$ cat config.mk
export PLATFORM = sky130hd
export DESIGN_NAME = wb_prefetch
export DESIGN_NICKNAME = d
export VERILOG_FILES = /design/src/rtl/wb_prefetch_pkg.sv /design/src/rtl/wb_prefetch_fifo.sv /design/src/rtl/wb_prefetch.sv
export SDC_FILE = /design/constraint.sdc
export NUM_CORES = 1
export LEC_CHECK = 0
export ABC_AREA = 1
export BUFFER_PORTS_ARGS = -buffer_cell sky130_fd_sc_hd__buf_4
export CAP_MARGIN = 5
export CELL_PAD_IN_SITES_DETAIL_PLACEMENT = 2
export CELL_PAD_IN_SITES_GLOBAL_PLACEMENT = 2
export CORE_MARGIN = 5
export CORE_UTILIZATION = 40
export DETAILED_ROUTE_END_ITERATION = 16
export PLACE_DENSITY_LB_ADDON = 0.1
export SLEW_MARGIN = 20
export SYNTH_ARGS = -nofsm -noshare
export SYNTH_HDL_FRONTEND = slang
export SYNTH_SLANG_ARGS = --single-unit
export TNS_END_PERCENT = 20
$ cat constraint.sdc
create_clock -name clk_i -period 9.6 [get_ports clk_i]
set_input_delay 0.96 -clock clk_i [delete_from_list [all_inputs] [get_ports clk_i]]
set_output_delay 0.96 -clock clk_i [all_outputs]
set_load 0.005 [all_outputs]
$ cat src/rtl/wb_prefetch_pkg.sv
// Shared definitions for the Wishbone prefetch unit:
// fetch FSM encoding, word step and pointer-width helper.
package wb_prefetch_pkg;

    localparam int WB_DATA_WIDTH = 32;
    localparam int WB_WORD_STEP  = WB_DATA_WIDTH / 8;

    typedef enum logic {
        IDLE = 1'b0,
        RUN  = 1'b1
    } state_e;

    // Bits needed to index `value` entries (value >= 2).
    function automatic int clog2b(input int value);
        int r;
        r = 0;
        for (int i = 0; i < 31; i++) begin
            if ((1 << i) < value) begin
                r = i + 1;
            end
        end
        return r;
    endfunction

endpackage

$ cat src/rtl/wb_prefetch_fifo.sv
// Synchronous {adr, data} FIFO for fetched words.
// Flush outranks push and pop; the head is read through a registered pointer.
module prefetch_fifo
    import wb_prefetch_pkg::*;
#(
    parameter  int DATA_WIDTH = 32,
    parameter  int DEPTH      = 4,
    localparam int PW         = clog2b(DEPTH)
) (
    input  logic                  clk_i,
    input  logic                  rst_i,
    input  logic                  i_push,
    input  logic                  i_pop,
    input  logic                  i_flush,
    input  logic [31:0]           i_push_adr,
    input  logic [DATA_WIDTH-1:0] i_push_dat,
    output logic [PW:0]           o_count,
    output logic [31:0]           o_head_adr,
    output logic [DATA_WIDTH-1:0] o_head_dat
);

    logic [PW-1:0]         r_wr_ptr;
    logic [PW-1:0]         r_rd_ptr;
    logic [PW:0]           r_count;
    logic [31:0]           r_adr_mem [DEPTH];
    logic [DATA_WIDTH-1:0] r_dat_mem [DEPTH];

    logic w_pop;

    assign w_pop = i_pop && (r_count != '0);

    always_ff @(posedge clk_i) begin
        if (rst_i) begin
            r_wr_ptr <= '0;
            r_rd_ptr <= '0;
            r_count  <= '0;
            for (int i = 0; i < DEPTH; i++) begin
                r_adr_mem[i] <= '0;
                r_dat_mem[i] <= '0;
            end
        end else if (i_flush) begin
            r_wr_ptr <= '0;
            r_rd_ptr <= '0;
            r_count  <= '0;
        end else begin
            if (i_push) begin
                r_adr_mem[r_wr_ptr] <= i_push_adr;
                r_dat_mem[r_wr_ptr] <= i_push_dat;
                r_wr_ptr            <= r_wr_ptr + 1'b1;
            end
            if (w_pop) begin
                r_rd_ptr <= r_rd_ptr + 1'b1;
            end
            if (i_push && !w_pop) begin
                r_count <= r_count + 1'b1;
            end else if (!i_push && w_pop) begin
                r_count <= r_count - 1'b1;
            end
        end
    end

    assign o_count    = r_count;
    assign o_head_adr = r_adr_mem[r_rd_ptr];
    assign o_head_dat = r_dat_mem[r_rd_ptr];

endmodule

$ cat src/rtl/wb_prefetch.sv
// Wishbone read master streaming sequential words into a prefetch FIFO,
// with redirect that flushes queued words and drops the one in flight.
module wb_prefetch
    import wb_prefetch_pkg::*;
#(
    parameter int          DATA_WIDTH = 32,
    parameter int          DEPTH      = 4,
    parameter logic [31:0] RESET_ADR  = 32'h0000_0000
) (
    input  logic                  clk_i,
    input  logic                  rst_i,
    input  logic                  en_i,
    input  logic                  redirect_i,
    input  logic [31:0]           redirect_adr_i,
    output logic [31:0]           adr_o,
    output logic                  cyc_o,
    output logic                  stb_o,
    input  logic [DATA_WIDTH-1:0] dat_i,
    input  logic                  ack_i,
    output logic                  ins_valid_o,
    output logic [DATA_WIDTH-1:0] ins_data_o,
    output logic [31:0]           ins_adr_o,
    input  logic                  ins_ready_i
);

    localparam int             PW      = clog2b(DEPTH);
    localparam logic [31:0]    STEP    = 32'(DATA_WIDTH / 8);
    localparam logic [PW+1:0]  DEPTH_C = (PW + 2)'(DEPTH);

    state_e      r_state;
    state_e      w_state_nx;
    logic        r_in_flight;
    logic        r_discard;
    logic [31:0] r_adr;
    logic [31:0] r_req_adr;

    logic          w_stb;
    logic          w_push;
    logic          w_pop;
    logic [PW:0]   w_count;
    logic [PW+1:0] w_credit;

    // Credits use registered occupancy only, so a pop never reaches stb_o.
    assign w_credit = {1'b0, w_count} + {{(PW + 1){1'b0}}, r_in_flight};

    always_comb begin
        w_state_nx = r_state;
        w_stb      = 1'b0;
        unique case (r_state)
            IDLE: begin
                if (en_i) begin
                    w_state_nx = RUN;
                end
            end
            RUN: begin
                w_stb = !redirect_i && (w_credit < DEPTH_C);
                if (!en_i) begin
                    w_state_nx = IDLE;
                end
            end
        endcase
    end

    always_ff @(posedge clk_i) begin
        if (rst_i) begin
            r_state     <= IDLE;
            r_in_flight <= 1'b0;
            r_discard   <= 1'b0;
            r_adr       <= RESET_ADR;
            r_req_adr   <= '0;
        end else begin
            r_state     <= w_state_nx;
            r_in_flight <= w_stb;
            r_discard   <= redirect_i && r_in_flight;
            if (redirect_i) begin
                r_adr <= redirect_adr_i;
            end else if (w_stb) begin
                r_adr <= r_adr + STEP;
            end
            if (w_stb) begin
                r_req_adr <= r_adr;
            end
        end
    end

    assign w_push = ack_i && r_in_flight && !r_discard;
    assign w_pop  = ins_valid_o && ins_ready_i && !redirect_i;

    prefetch_fifo #(
        .DATA_WIDTH (DATA_WIDTH),
        .DEPTH      (DEPTH)
    ) u_fifo (
        .clk_i      (clk_i),
        .rst_i      (rst_i),
        .i_push     (w_push),
        .i_pop      (w_pop),
        .i_flush    (redirect_i),
        .i_push_adr (r_req_adr),
        .i_push_dat (dat_i),
        .o_count    (w_count),
        .o_head_adr (ins_adr_o),
        .o_head_dat (ins_data_o)
    );

    assign adr_o       = r_adr;
    assign stb_o       = w_stb;
    assign cyc_o       = w_stb || r_in_flight;
    assign ins_valid_o = (w_count != '0);

endmodule

==> results.cfg <==
[placement]
portBuffers = 168
place.gp.congestion = 0.8292
place_area_um2 = 16300
pre_cts_ws_ps = 5285
place_inst = 2104
dp_hpwl_mm = 30.04

[routing]
drt-pass1-iter-count = 5
vias = 11800
wl_per_cell_um = 22.76
wl_mm = 49.46
first_iter_violations = 547
ant_nets = 0
vias_per_cell = 5.430
drc = 0

[clock_network]
cts-hold-fix-buffers = 0
worstSkewPairLatency_ps = 540
cts_buffers = 38
cts.clk_slew.worst_paths_ps = 60
post_cts_buffers = 0
clkSinkCount = 332
post_cts_resize_count = 0
cts_buffer_depth = 3
cts_tree = done
htree_num_levels = 2
clk_root_buffer_cell = clkbuf_16

[floorplanning]
die_x_um = 202.0
dieArea_um2 = 40800
coreArea_um2 = 36520
die-height_um = 202.0
rows = 70
io_pins = 169
start_util_pct = 40.37

[synth]
post-synth-top-area-cell = edfxtp_1
syn_inst = 1555
synth_area_um2 = 14740
ys_types = 34
ys_warn_count = 0
syn_nets = 1628
yosysTopAreaCellShare_pct = 52.14
ys_seq_area_share_pct = 62.46
ys_top_cells_by_area = edfxtp_1 (52%), dfxtp_1 (10%), nor2_1 (8.9%)
synth_seq_cells = 332
synth_area_per_cell_um2 = 9.481

[power]
p_comb_share_pct = 5.7
power_mw = 3.291
p_per_area_nw_per_um2 = 187.6
p_int_mw = 2.546
switching_share_pct = 22.62
power.net_switching_mw = 0.7444
irDropWorstVdd_uv = 122.4
pwr-share-seq_pct = 49.5
p_clk_share_pct = 44.8
static-leakage-power_nw = 6.789

[timing]
hold_viol = 0
slew_headroom_pct = 28.09
skew_ps = 19.94
max_slew.worst_pin.slew_ps = 1079
holdWs_ps = 483.3
fin_ws_ps = 5530
timing.fmax_mhz = 245.7
maxSlewViolCount = 0
fin_crit_ps = 4070
fin_crit_sh_pct = 42.39
fin_tns_setup_ps = 0
setup_viol_count_final = 0
grt_setup_unrepaired = no

[layout]
layout.nets = 1749
final_cell_mix = nor2_1 (349), edfxtp_1 (256), buf_4 (180)
seqCellArea_um2 = 9214
final_core_util_pct = 48.03
syn2layout_area_growth_pct = 18.99
fillers = 3828
multi_input_area_um2 = 4608
drive_gt1_share_pct = 17.60
final_cells = 2173
fin_area_um2 = 17540
diodes = 0
final_common_cell = nor2_1

[critical_path]
r2r_setup_slack_ps = 6570
cp.buffers_inverters = 3
end_kind = output port
critPathMaxStageDelay_ps = 610
cp_max_fo = 86
startpoint_type = flop
rr_worst_depth = 5
cp_slowest_cell = dfxtp_4
path_delay_family = buffers and inverters
cp.depth = 5
arrival_ps = 3110
crit_chain = clkinv_2 -> buf_4 -> o21ai_0 -> o22ai_1 -> buf_4
r2r-end = u_fifo.r_adr_mem[0][4]
worst-setup-path-type = reg2out
cp_common_cell = buf_4
required_ps = 8640
r2r-start = r_in_flight

[global_route]
antenna_found_initial = 0
grt_pass1_vias = 13050
gr-usage-all-layers_pct = 23.73
grt_pass1_wl_mm = 76.58
grt_max_degree = 93
gr-total-overflow = 0

[run_status]
status = finished clean

[min_path]
hp-start = u_fifo.r_rd_ptr[1]
holdPathStages = 2
hp-class = reg2reg

[job]
drv_cap = 0
[per-layer routing]
metal | vias up | GRT usage, % | wire length, um
met5 | - | 0 | 0
met4 | 0 | 7.422 | 1513
met3 | 85 | 3.353 | 2057
met2 | 287 | 42.65 | 25250
met1 | 5934 | 29.60 | 20630
li1 | 5493 | - | -
[flip-flops by register name, indices dropped and copies added, names as in the netlist, named ones only]
register,count
r_state,1
r_discard,1
r_req_adr,32
u_fifo.r_rd_ptr,2
u_fifo.r_dat_mem,128
u_fifo.o_count,3
u_fifo.r_adr_mem,128
adr_o,32
r_in_flight,1
u_fifo.r_wr_ptr,2
[worst reg2reg max path, delay by kind of cell (launching register included)]
| family | cells | cell delay (ps) |
|---|---|---|
| DFF | 1 | 400 |
| and+or+nand+nor | 5 | 2190 |
[synth_stat cells (all sizes together)]
master	count
a211oi	14
a21oi	26
a22o	2
a22oi	1
a31oi	2
a41oi	1
buf	24
clkbuf	75
clkinv	1
dfxtp	76
edfxtp	256
fa	1
ha	2
inv	144
nand2	155
nand3	56
nand4	4
nor2	401
nor3	66
o211ai	3
o21ai	166
o21bai	6
o22ai	64
or2	1
or3	1
xnor2	4
xor2	3
[power groups by stage]
| stage | sequential (mW) | clock [mW] | combinational (mW) |
|---|---|---|---|
| 2_1_floorplan | 1.65 | 0 | 0.0913 |
| 3_3_place_gp | 1.65 | 0 | 0.185 |
| 3_5_place_dp | 1.66 | 0 | 0.191 |
| 4_1_cts | 1.63 | 1.50 | 0.193 |
| 5_1_grt | 1.63 | 1.57 | 0.208 |
| 6_report | 1.63 | 1.47 | 0.189 |
[final cells by class]
class | instances | area share, %
flip-flops and latches | 332 | 52.52
multi-input cells | 979 | 26.27
repair buffers | 180 | 7.703
clock buffers | 49 | 5.777
well taps | 468 | 3.338
inverters | 145 | 3.110
clock inverters | 20 | 1.284
[cells by family (layout without fill, tap and decap cells)]
kind of cell / after synthesis / after routing / share of synthesized area, %
compound gates: 285 / 285 / 10.72
xor+xnor: 7 / 7 / 0.4159
fa+ha+maj: 3 / 3 / 0.3055
buf+inv: 244 / 394 / 6.611
flops: 332 / 332 / 62.46
simple gates: 684 / 684 / 19.49
[worst max path at each step]
stage,end,startpoint,slack (ps)
finish,ins_adr_o[0],flop,5530
floorplan,u_fifo.r_adr_mem[2][0],ack_i,3070
CTS,ins_adr_o[0],flop,5470
global placement,u_fifo.r_dat_mem[0][9],redirect_i,5400
global route,ins_adr_o[0],flop,5300
detailed placement,u_fifo.r_dat_mem[0][9],redirect_i,5280
No activity file was read; power rests on OpenSTA's default activity.
